--- src/rtl/updown_sweep_ctrl.sv ---
// ============================================================================
//  Module      : updown_sweep_ctrl
//  Description : Command sequencer for an 8-bit up/down counter. It accepts
//                sweep commands on a valid/ready handshake. It drives the
//                counter pins (mode, clr, ld, d_in) so the counter runs from
//                start to limit. The counter can bounce between the two
//                points a set number of times.
//                Optional macro UPDOWN_SWEEP_TURNCNT_EN adds a saturating
//                16-bit turnaround counter output (turn_cnt).
//  Revision    : 1.0 - initial release
// ============================================================================
`default_nettype none

module updown_sweep_ctrl #(
    parameter int WIDTH = 8,
    parameter int LAPW  = 4
) (
    input  logic              clk,
    input  logic              clr_n,
    input  logic              cmd_valid,
    output logic              cmd_ready,
    input  logic [WIDTH-1:0]  cmd_start,
    input  logic [WIDTH-1:0]  cmd_limit,
    input  logic              cmd_dir,
    input  logic [LAPW-1:0]   cmd_laps,
    input  logic              abort,
    input  logic [WIDTH-1:0]  count,
    output logic              mode,
    output logic              clr,
    output logic              ld,
    output logic [WIDTH-1:0]  d_in,
    output logic              busy,
    output logic              done,
`ifdef UPDOWN_SWEEP_TURNCNT_EN
    output logic [15:0]       turn_cnt,
`endif
    output logic              aborted
);

    typedef enum logic [2:0] {
        S_INIT = 3'd0,
        S_IDLE = 3'd1,
        S_LOAD = 3'd2,
        S_RUN  = 3'd3,
        S_FIN  = 3'd4
    } state_t;

    state_t             r_state;
    logic               r_dir;        // current counting direction (1 = up)
    logic               r_ret;        // 1 while on the return leg toward start
    logic [WIDTH-1:0]   r_start_q;
    logic [WIDTH-1:0]   r_limit_q;
    logic [LAPW-1:0]    r_laps_left;
    logic               r_done;
    logic               r_aborted;

    logic               w_accept;
    logic               w_degenerate;
    logic [WIDTH-1:0]   w_target;
    logic               w_hit;
    logic               w_run_ok;
    logic               w_turn;
    logic               w_finish;

    // The outbound leg ends at the limit and the return leg ends at start.
    // When start equals limit, the first RUN cycle ends the command and the
    // lap budget is not used.
    assign w_accept     = cmd_valid && (r_state == S_IDLE);
    assign w_degenerate = (r_start_q == r_limit_q);
    assign w_target     = r_ret ? r_start_q : r_limit_q;
    assign w_hit        = (count == w_target);
    assign w_run_ok     = (r_state == S_RUN) && !abort;
    assign w_turn       = w_run_ok && w_hit && !w_degenerate && (r_laps_left != '0);
    assign w_finish     = w_run_ok && w_hit && (w_degenerate || (r_laps_left == '0));

    assign cmd_ready = (r_state == S_IDLE);
    assign busy      = (r_state == S_LOAD) || (r_state == S_RUN);
    assign done      = r_done;
    assign aborted   = r_aborted;

    // Decode the counter pins without a register so the counter acts on the
    // same edge where the FSM advances. The counter has no enable, so each
    // hold is done as a reload of the current count.
    always_comb begin
        clr  = 1'b0;
        ld   = 1'b0;
        mode = r_dir;
        d_in = count;
        case (r_state)
            S_INIT: begin
                clr = 1'b1;
            end
            S_IDLE: begin
                ld = 1'b1;
            end
            S_LOAD: begin
                ld   = 1'b1;
                d_in = abort ? count : r_start_q;
            end
            S_RUN: begin
                if (abort || w_finish) begin
                    ld = 1'b1;
                end else if (w_turn) begin
                    mode = ~r_dir;
                end
            end
            S_FIN: begin
                ld = 1'b1;
            end
            default: begin
                clr = 1'b1;
            end
        endcase
    end

    // Sequencer FSM: latches the command, walks it through LOAD/RUN/FIN, and
    // pulses done or aborted for one cycle.
    always_ff @(posedge clk or negedge clr_n) begin
        if (!clr_n) begin
            r_state     <= S_INIT;
            r_dir       <= 1'b1;
            r_ret       <= 1'b0;
            r_start_q   <= '0;
            r_limit_q   <= '0;
            r_laps_left <= '0;
            r_done      <= 1'b0;
            r_aborted   <= 1'b0;
        end else begin
            r_done    <= 1'b0;
            r_aborted <= 1'b0;
            case (r_state)
                S_INIT: begin
                    r_state <= S_IDLE;
                end
                S_IDLE: begin
                    if (w_accept) begin
                        r_start_q   <= cmd_start;
                        r_limit_q   <= cmd_limit;
                        r_dir       <= cmd_dir;
                        r_laps_left <= cmd_laps;
                        r_ret       <= 1'b0;
                        r_state     <= S_LOAD;
                    end
                end
                S_LOAD: begin
                    if (abort) begin
                        r_aborted <= 1'b1;
                        r_state   <= S_IDLE;
                    end else begin
                        r_state <= S_RUN;
                    end
                end
                S_RUN: begin
                    if (abort) begin
                        r_aborted <= 1'b1;
                        r_state   <= S_IDLE;
                    end else if (w_finish) begin
                        r_done  <= 1'b1;
                        r_state <= S_FIN;
                    end else if (w_turn) begin
                        r_dir       <= ~r_dir;
                        r_ret       <= ~r_ret;
                        r_laps_left <= r_laps_left - 1'b1;
                    end
                end
                S_FIN: begin
                    r_state <= S_IDLE;
                end
                default: begin
                    r_state <= S_INIT;
                end
            endcase
        end
    end

`ifdef UPDOWN_SWEEP_TURNCNT_EN
    logic [15:0] r_turn_cnt;

    assign turn_cnt = r_turn_cnt;

    // Count the turnarounds of the current command. The count clears when a
    // new command is accepted and stops at all-ones.
    always_ff @(posedge clk or negedge clr_n) begin
        if (!clr_n) begin
            r_turn_cnt <= '0;
        end else if (w_accept) begin
            r_turn_cnt <= '0;
        end else if (w_turn && (r_turn_cnt != 16'hFFFF)) begin
            r_turn_cnt <= r_turn_cnt + 16'd1;
        end
    end
`endif

endmodule

`default_nettype wire

--- config.mk ---
export PLATFORM = sky130hd
export DESIGN_NAME = updown_sweep_ctrl
export DESIGN_NICKNAME = d
export VERILOG_FILES = /design/src/rtl/updown_sweep_ctrl.sv
export SDC_FILE = /design/constraint.sdc
export NUM_CORES = 1
export LEC_CHECK = 0
export ABC_AREA = 1
export CORE_MARGIN = 3
export CORE_UTILIZATION = 54
export CTS_BUF_LIST = sky130_fd_sc_hd__clkbuf_16
export CTS_CLUSTER_SIZE = 24
export DETAILED_ROUTE_END_ITERATION = 8
export MAX_ROUTING_LAYER = met4
export PLACE_DENSITY = 0.93
export SLEW_MARGIN = 30
export SYNTH_ARGS = -nofsm -noshare
export SYNTH_HDL_FRONTEND = slang
export SYNTH_SLANG_ARGS = --single-unit
--- constraint.sdc ---
create_clock -name clk -period 2.34 [get_ports clk]
set_input_delay 0.468 -clock clk [delete_from_list [all_inputs] [get_ports clk]]
set_output_delay 0.468 -clock clk [all_outputs]
set_load 0.01 [all_outputs]
### Yosys cells after proc, flatten, opt, wreduce, memory -nomap -nowiden

Index checks and enable logic that the tools add are counted.

| storage, ports and cells | value |
|---|---|
| register bits after elaboration | 27 |
| output and inout bits | 15 |
| bits of input ports | 33 |

| cells by class | value |
|---|---|
| reductions and logical operators | 23 |
| add/sub/neg operators | 1 |
| multiplexer cells | 33 |
| bitwise logic cells | 2 |
| eq/ne operators | 11 |

Operators by type and width:

| cell | number |
|---|---|
| 8-bit 2-to-1 mux | 3 |
| 1-bit 2-to-1 mux | 17 |
| 8-bit == test | 2 |
| 4-bit 2-to-1 mux | 4 |
| 3-bit one-hot mux with 4 select lines | 1 |
| 3-bit 2-to-1 mux | 3 |
| 4-bit one-hot mux with 2 select lines | 1 |
| 3-bit by 2-bit == test with 1-bit output (second input constant) | 2 |
| 1-bit logical AND | 6 |
| 2-bit != test (second input constant) | 3 |
| 1-bit one-hot mux with 2 select lines | 3 |
| 5-bit AND reduction | 1 |
| 4-bit zero test | 1 |
| 2-bit AND reduction | 2 |
| 4-bit AND reduction | 1 |
| 4-bit nonzero test | 1 |
| 2-bit OR reduction | 2 |
| 4-bit OR reduction | 1 |
| 4-bit by 1-bit subtractor with 4-bit output (second input constant) | 1 |
| 3-bit by 1-bit == test with 1-bit output (second input constant) | 1 |
| 3-bit == test (second input constant) | 1 |
| 3-bit zero test | 1 |
| 1-bit logical OR | 3 |
| 3-bit != test (second input constant) | 1 |
| 6 further kinds | 8 |

### Depth between registers and ports, before layout

Gate-level depths: netlist of run 1.

| depth | value |
|---|---|
| word-level depth | 9 |
| depth in mapped cells | 14 |
| depth with buffers taken out | 13 |

### Least setup slack after synthesis of run 1

OpenSTA, ideal clock, no wires.

| path | value |
|---|---|
| path kind | reg-to-output |
| from | register r_state[2] |
| to | output port d_in[5] |
| cell stages (with the launch flop) | 9 |
| data arrival time | 1369 ps |
| buffers on the path | 1 |
| setup slack | 503 ps |
| cells stage by stage | dfrtp_1 > inv_1 > nand2_1 > nor2_1 > inv_1 > nor2_2 > clkbuf_1 > nand2_1 > o21ai_0 |

| between the ends | value |
|---|---|
| longest elaborated chain between the ends | 2 |

Ends and longest elaborated chain:

| item | RTL line | RTL |
|---|---|---|
| from (decl) | 48 | `state_t r_state;` |
| from (signal assigned) | 120 | `r_state <= S_INIT;` |
| from (signal assigned) | 133 | `r_state <= S_IDLE;` |
| from (signal assigned) | 142 | `r_state <= S_LOAD;` |
| 3-bit by 2-bit == test with 1-bit output | 89 | `case (r_state)` |
| 8-bit 2-to-1 mux | 89 |  |
| to (decl) | 31 | `output logic [WIDTH-1:0] d_in,` |

Every way passes these cells.

### Worst setup path in the final report of run 1

| path | value |
|---|---|
| from | register r_ret |
| to | output port mode |

| between the ends | value |
|---|---|
| longest elaborated chain between the ends | 8 |
| elaborated cells on any way between the ends | 10 |

Ends and longest elaborated chain:

| item | RTL line | RTL |
|---|---|---|
| from (decl) | 50 | `logic r_ret;` |
| from (signal assigned) | 162 | `r_ret <= ~r_ret;` |
| 8-bit 2-to-1 mux * | 70 | `assign w_target = r_ret ? r_start_q : r_limit_q;` |
| 8-bit == test * | 71 | `assign w_hit = (count == w_target);` |
| 1-bit logical AND * | 73, 74 |  |
| 1-bit logical AND (2 in series) | 73 | `assign w_turn = w_run_ok && w_hit && !w_degenerate && (r_laps_left != '0);` |
| 1-bit 2-to-1 mux | -- |  |
| 1-bit 2-to-1 mux * | 101 | `if (abort \|\| w_finish) begin` |
| 1-bit 2-to-1 mux * | 89 |  |
| to (decl) | 28 | `output logic mode,` |

Mark *: on every way between the ends. The rest lies on a longest branch, timed or not.

==> results.md, run 1 <==
Yosys:
- The share of the synthesized area in the top cell type is 0.326.
- The synthesized flop and latch total is 27.
- The mean instance size in the synthesized netlist is 6.38 sq um.
- The number of distinct standard cells referenced by the synthesized netlist is 22.
- The library cell with the highest instance count after synthesis is nand2_1.
- For this run, the number of Yosys warnings is 0.
- For this run, the register share of the synthesized area comes to 0.339.
- Counting flops with an async set or reset pin after synthesis yields a share of 1.00.
- In the synthesized netlist the dominant register cell turns out to be dfrtp_1.
- Sorting the synthesized cells by area gives the leading types as dfrtp_1, nand2_1, inv_1, nor2_1, nand3_1.
- After synthesis the cells add up to 2000 sq um.
- The number of enable-type register cells in the synthesized netlist is 0.
- In the synthesized netlist, the cells that appear most often are nand2_1, inv_1, nor2_1, dfrtp_1, nand3_1.
- The number of nets in the synthesized netlist is 347.
- The synthesized instance count is 313.
- The dominant cell type by area after synthesis is dfrtp_1.

Power:
- The worst-case IR drop observed on VDD is 871 uV.
- The leakage power is roughly 1.5 nW.
- The final total power is 3.59 mW.
- For this design the ratio of total power to cell area is 1240 nW/um^2.

Finish:
- The number of antenna repair diodes is 0.
- The final net count is 421.
- Of the cells placed in the final design, the portion with a size suffix greater than 1 is 0.246.
- Summing all non-filler instances in the final layout gives an area of 2890 sq um.
- The growth of design area from synthesis to finish is 44.7%.

Route:
- Once detail routing completed, the nets flagged for antenna violations numbered 0.
- In the routed design, unresolved DRC markers number 0.
- Dividing the detail-routed wire length by the instance count gives ~17 um.
- The final wirelength is about 7.2 mm.
- Before antenna repair, the detailed router went through 8 iterations.
- The routed layout has 2454 vias.
- The detailed router finished its first iteration with 359 violations.
- In the routed layout, each cell is associated on average with a via count of 5.68.

GRT:
- For met3 alone, demand over resource in global routing was 0.0641.
- In this run the most used layer during global routing was met2.
- The global route total overflow is 0.
- The met1 track utilization from global routing is 0.305.
- The fraction of met2 tracks used by global routing is 0.505.
- The via count of the first global-routing pass is between 2000 and 2500.
- The overall fraction of global-route tracks in use is 0.294.
- Entering global routing, the biggest net connects 28 pins.
- The first global-routing pass estimated between 9 and 10 mm of wire.
- The initial antenna violation count is 0.

Timing:
- Measured against its own limit, the worst slew margin works out to 0.714.
- The post-route clock skew is slightly below 0.009 ns.
- Subtracting the final worst setup slack from the clock period gives 2.49 ns.
- The hold violation total from the final report is 0.
- The fmax is 402 MHz.
- Setup violations remaining at the end of the flow were counted as 2.
- The final critical-path share of the clock period is 1.06.
- The total count of max-transition violations in the final report is 0.
- Setup repair after global routing could not meet its margin everywhere.
- The slew of the pin with the lowest slew margin is 0.428 ns.
- Setup slack on the critical path of the routed design comes to -0.149 ns.
- On the final layout, the worst hold slack is 0.480 ns.
- The aggregate negative setup slack is -0.254 ns.

Clock tree:
- In this run the clock root is driven by a clkbuf_16.
- TritonCTS built the clock tree.
- TritonCTS created 3 clock buffers.
- Hold repair after CTS inserted 0 buffers.
- The clock-pin transition on the worst setup and hold timing paths is 0.08 ns.
- At the later pin of the worst-skew pair, clock insertion delay measures between 0.2 and 0.3 ns.
- In this run the number of H-tree levels came out at 1.
- The clock passes through at most 2 buffers.
- The clock net in this run drives a total of 27 sinks.

Floorplan:
- The die covers 4460 sq um.
- The effective utilization at floorplan is 0.580.
- The width of the die is approximately 67 um.
- In this run the vertical extent of the chip is 66.8 um.
- The placement row count is 21.
- The number of I/O pins is 48.
- The floorplan step defined a core boundary enclosing 3440 sq um.

Placement:
- During placement, the flow inserted port buffers numbering 47.
- The last weighted congestion value of the routability-driven placer is roughly 0.9.
- The post-placement cell area is 2650 sq um.
- The HPWL after detailed placement is a little under 4 mm.

Flow run:
- Max-cap violations in this run came to 0.

Setup path:
- Walking the worst path, the cells encountered are inv_2, buf_12, nand2_8, buf_6, nand2_4, nand2_4, nand2_2, nor2_2, nand2_1, nor2_2, nand3_2, nand2_2, nand2_1, buf_2.
- STA classifies the critical path endpoint as an output port.
- The master of the slowest instance on the critical path is dfrtp_1.
- The worst setup path is launched from a register.
- Along the worst path, the maximum fanout reaches 6.
- In this run the critical register-to-register path is launched from r_ret.
- For this run, the slowest stage of the critical path takes 0.42 ns.
- Data on the critical path arrives at its endpoint at approximately 2.0 ns.
- The timing startpoint of the critical path is r_ret.
- The start-to-end type of the worst setup path is register to output port.
- The required time at the endpoint of the critical path is 1.87 ns.

Run status:
- The final reports fail on negative setup slack.
- The run finished, with violations left.

Worst hold path:
- The class of the tightest hold or removal check is register to register.
- In this run the most critical hold path is launched from r_laps_left[1].
power by group:
part	switching, mW	internal (mW)	leakage, nW	total, mW
Clock	0.184	0.232	0.0409	0.416
Combinational	1.37	0.908	1.19	2.28
Sequential	0.221	0.669	0.311	0.890
Total	1.78	1.81	1.55	3.59
layer usage:
layer,share of wire,wire (um)
met1,0.35,2500
met2,0.48,3480
met3,0.10,749
met4,0.062,443
met5,0,0
layout by cell type, fill, tap and decap left out, types with 2 or more instances in the layout:
master / Yosys / routed
xnor2_1: 2 / 2
clkbuf_2: 0 / 6
nand2_4: 3 / 5
clkbuf_16: 0 / 3
buf_4: 0 / 21
nand3_1: 19 / 14
nand3_4: 0 / 2
o21ai_0: 13 / 13
buf_2: 1 / 3
a21oi_1: 18 / 18
dlygate4sd2_1: 0 / 2
nor2_2: 4 / 7
buf_6: 2 / 6
inv_2: 2 / 2
nor2_4: 4 / 5
nor2_1: 39 / 35
inv_1: 49 / 49
nand2_1: 103 / 94
dfrtp_1: 26 / 26
nand2_2: 12 / 18
buf_12: 0 / 2
clkdlybuf4s50_1: 0 / 34
nand3_2: 7 / 10
state kept, by name, indices dropped and copies added, names as in the netlist:
name         flops
r_state          3
r_ret            1
aborted          1
r_start_q        8
r_laps_left      4
done             1
r_limit_q        8
r_dir            1
cell type report:
type | count | area (sq um)
clock buffer | 3 | 75.1
clock inverter | 1 | 5.00
fill | 198 | 553
inverter | 51 | 191
multi-input combinational | 228 | 1190
sequential | 27 | 677
tap | 46 | 57.6
timing repair buffer | 76 | 689
what timing repair did:
action,in CTS,in global routing
setup endpoints to repair,10,12
pin swaps,4,14
setup buffers,2,6
gates resized for setup,26,44
cloned,0,1
path summary, 6_finish.rpt:
| path | to | slack, ns | cells after the start |
|---|---|---|---|
| max in group asynchronous | r_dir | 1.47 | 2 |
| min in group asynchronous | done | 0.56 | 2 |
| min reg2reg | r_laps_left[1] | 0.48 | 2 |
| max | mode | -0.15 | 14 |
| max reg2reg | r_laps_left[3] | 0.29 | 16 |
| min | r_laps_left[1] | 0.48 | 2 |
worst max-delay path, delay by kind of cell (launching register included):
kind	cells	cell delay [ns]
buffers and inverters	4	0.47
DFF	1	0.42
and+or+nand+nor	10	0.86
logic make-up after synthesis:
kind of cell / Yosys count / synth area share
AO/OA/AOI/OAI: 32 / 0.0821
XOR/XNOR: 2 / 0.00877
adder cells (fa/ha/maj): 1 / 0.00626
buffers and inverters: 58 / 0.117
flip-flops: 27 / 0.339
AND/OR/NAND/NOR: 193 / 0.447
stage by stage:
| step | cells | setup slack (ns) | util |
|---|---|---|---|
| floorplan | 313 | 0.503 | - |
| global placement | 419 | -0.400 | 0.768 |
| detailed placement | 419 | -0.450 | 0.768 |
| CTS | 425 | -0.122 | 0.802 |
| global route | 432 | -0.190 | 0.839 |
| finish | 432 | -0.149 | 0.839 |
(Power assumes the default switching activity.)
==> run 2: changes to the inputs <==
--- a/config.mk
+++ b/config.mk
@@ -13,6 +13,7 @@
 export DETAILED_ROUTE_END_ITERATION = 8
 export MAX_ROUTING_LAYER = met4
 export PLACE_DENSITY = 0.93
+export REMOVE_ABC_BUFFERS = 1
 export SLEW_MARGIN = 30
 export SYNTH_ARGS = -nofsm -noshare
 export SYNTH_HDL_FRONTEND = slang
==> run 2 against run 1 <==
Against the previous run:
- the run still ends with negative setup slack left
- maximum frequency rose by 0.55%
- cell area down 2.9%
- sequential power is 2% lower
- first-iteration DRC count shrank 38%
- combinational power decreased by 13%
- total power is 9.7% lower
- global-route usage decreased by 4.8 points
- clock power fell by 6.0%
- largest cell class unchanged
==> results.md, run 2 (same netlist as run 1, synthesis figures left out) <==
Floorplan:
- The placement row count was 21 (unchanged).
- The width of the die is 66.8 um (unchanged).
- The area of the core is 3440 sq um (unchanged).
- The floorplan die area is 4460 sq um (unchanged).
- The effective utilization at floorplan is 0.580 (unchanged).
- The die outline height is 66.8 um (unchanged).
- The number of I/O pins was 48 (unchanged).

Clock tree:
- The clock-pin transition on the worst setup and hold timing paths is 0.06 ns (-0.02 ns).
- The clock latency at the later pin of the worst-skew pair is 0.26 ns (-0.02 ns).
- The clock net sink count is 27 (unchanged).
- The TritonCTS clock tree is done.
- The clock root buffer master is clkbuf_16.
- The number of hold buffers added after CTS was 0 (unchanged).
- The number of CTS-inserted buffers is 3 (unchanged).
- The number of buffers on the longest clock path was 2 (unchanged).
- The maximum level of the CTS H-tree came to 1 (unchanged).

Route:
- The number of DRC markers in iteration 0 is 223 (-38%).
- The number of search-and-repair iterations in the first detailed-routing pass is 5 (-3).
- The vias after detailed routing is 2189 (-11%).
- The vias per cell came to 5.14 (-9.5%).
- The routed length per instance came to 13.4 um (-19%).
- The number of design rule violations left after detail routing is 0 (unchanged).
- The number of nets still failing antenna checks after routing came to 0 (unchanged).
- The final wirelength is 5.71 mm (-20%).

Placement:
- The last weighted congestion value of the routability-driven placer is 0.813 (-10%).
- The post-placement cell area is 2660 sq um (+0.47%).
- The HPWL after detailed placement is 3.72 mm (-5.7%).
- The count of port buffers added during placement is 47 (unchanged).

Finish:
- The largest registers in the layout are r_limit_q (8), r_start_q (8), r_laps_left (4).
- The utilization after layout is 0.815 (-0.0244).
- The growth of design area from synthesis to finish is 40.5%.
- The share of post-route cells with drive strength above 1 is 0.197 (-0.0487).
- The number of antenna repair diodes was 0 (unchanged).
- The cell area after layout came to 2810 sq um (-2.9%).
- The library cell used most frequently in the layout, excluding fill and tap cells, is nand2_1.
- The final net count is 415 (-1.4%).
- The top cell types in the final layout, fill and taps aside, are nand2_1, inv_1, nor2_1, clkdlybuf4s50_1, dfrtp_1.

Timing:
- The number of setup violations in the final report is 2 (unchanged).
- The fmax was 404 MHz (+0.55%).
- The worst max-slew margin expressed relative to the limit is 0.761 (+0.0469).
- The worst path setup slack after routing is -0.135 ns (+0.0136 ns).
- The final critical-path share of the clock period is 1.06 (-0.00579).
- Setup repair after global routing could not meet its margin everywhere.
- The minimum clock period after layout is 2.48 ns (-0.0136 ns).
- The hold violation total from the final report is 0 (unchanged).
- The slew of the pin with the lowest slew margin is 0.359 ns (-0.0693 ns).
- The post-route clock skew is 0.00638 ns (-0.00235 ns).
- The total count of max-transition violations in the final report is 0 (unchanged).

GRT:
- The overall fraction of global-route tracks in use is 0.246 (-0.0482).
- The via count of the first global-routing pass is 2018 (-7.1%).
- The pin count of the biggest net entering global routing is 33 (+18%).
- The initial antenna violation count is 0 (unchanged).
- The wire length of the first global-routing pass is 8.32 mm (-12%).
- The global route total overflow was 0 (unchanged).

Setup path:
- Traced cell by cell, the critical path runs through clkdlybuf4s50_1, inv_1, nand3_1, nand2_1, nor2_2, nand2_1, nor2_2, nand3_2, nand3_1, clkdlybuf4s15_2.
- The data arrival time of the worst path is 2.01 ns (about the same).
- The path depth of the worst reg2reg path was 15 (-1).
- The setup path with the least slack is of type primary input to output port.
- The master of the slowest instance on the critical path is clkdlybuf4s50_1.
- The required time at the endpoint of the critical path is 1.87 ns (about the same).
- The register-to-register setup slack came to 0.43 ns (+0.14 ns).
- The endpoint identified for the worst register-to-register timing path is r_ret.
- The biggest fanout along the worst timing path was 3 (-3).
- The startpoint type of the worst setup path is a primary input.
- Tracing the worst setup path back leads to its startpoint at count[7].
- The largest stage delay on the critical path came to 0.51 ns (+0.09 ns).
- The count of buffering cells on the critical path with inverters included is 3 (-1).
- The worst setup path endpoint is ld.
- The depth of the critical timing path with buffers and inverters included was 10 (-4).
- The kind of cell adding the most delay to the critical path is buffers and inverters.
- The type of destination of the critical path is an output port.
- The worst register-to-register path begins at r_ret.

Power:
- The maximum vdd drop was 594 uV (-32%).
- The leakage power came to 1.50 nW (-2.8%).
- The cell area power density is 1150 nW/um^2 (-7.0%).
- The final total power came to 3.24 mW (-9.7%).

Flow run:
- The count of max-cap constraint violations is 0 (unchanged).

Run status:
- The run finished, with violations left.
- The checks that failed: negative setup slack.

Worst hold path:
- The class of the tightest hold or removal check is register to register.
-- run 2: changes by cell type in the layout (fill, tap and decap cells not counted), moves of 2 or more --
| cell | change |
|---|---|
| nand2_2 | -4 |
| buf_4 | -5 |
| clkbuf_2 | -6 |
| buf_6 | -2 |
| dlygate4sd2_1 | +5 |
| clkdlybuf4s15_1 | +2 |
| nand2_1 | +7 |
| nand2_4 | -2 |
| nand3_4 | -2 |
-- run 2: metal layers --
layer / share of wire / global-route usage
met5: 0 / -
met4: 0.035 / 0.0685
met3: 0.072 / 0.0388
met2: 0.52 / 0.444
met1: 0.38 / 0.279
-- run 2: tightest hold or removal path, delay by kind of cell, from the launching register on --
kind             cells  cell delay [ns]
AND/OR/NAND/NOR      2             0.11
flip-flops           1             0.38
-- run 2: what timing repair did --
| item | 4_1_cts | 5_1_grt |
|---|---|---|
| setup buffers | 0 | 2 |
| gates resized for setup | 17 | 20 |
| pin swaps | 1 | 4 |
| cloned | 0 | 1 |
| setup endpoints to repair | 10 | 4 |
-- run 2: final cells by class --
cell class | count | area, sq um
multi-input cells | 228 | 1130
flip-flops and latches | 27 | 678
repair buffers | 70 | 671
fillers | 209 | 637
inverters | 51 | 194
clock buffers | 3 | 75.1
well taps | 46 | 57.6
clock inverters | 1 | 3.75
-- run 2: how the worst min path moves through the flow --
stage / slack [ns] / cells after the start / from / to
after floorplan: 0.17 / 0 / clr_n / aborted
final: 0.49 / 2 / r_dir / r_dir
after global routing: 0.52 / 2 / r_laps_left[1] / r_laps_left[1]
after global placement: 0.46 / 2 / r_laps_left[1] / r_laps_left[1]
after CTS: 0.48 / 2 / r_dir / r_dir
after detailed placement: 0.47 / 2 / r_dir / r_dir
-- run 2: through the flow --
stage	TNS (ns)	hold WS, ns	cells	setup slack [ns]
CTS	-0.175	0.482	423	-0.175
finish	-0.166	0.489	426	-0.135
detailed placement	-1.68	0.471	419	-0.395
floorplan	0	0.172	306	0.367
global route	-0.386	0.522	426	-0.229
global placement	-1.29	0.463	419	-0.363
-- run 2: power breakdown --
part	switching, mW	internal [mW]	leakage, nW
Sequential	0.201	0.670	0.310
Clock	0.162	0.229	0.0423
Combinational	1.17	0.807	1.15
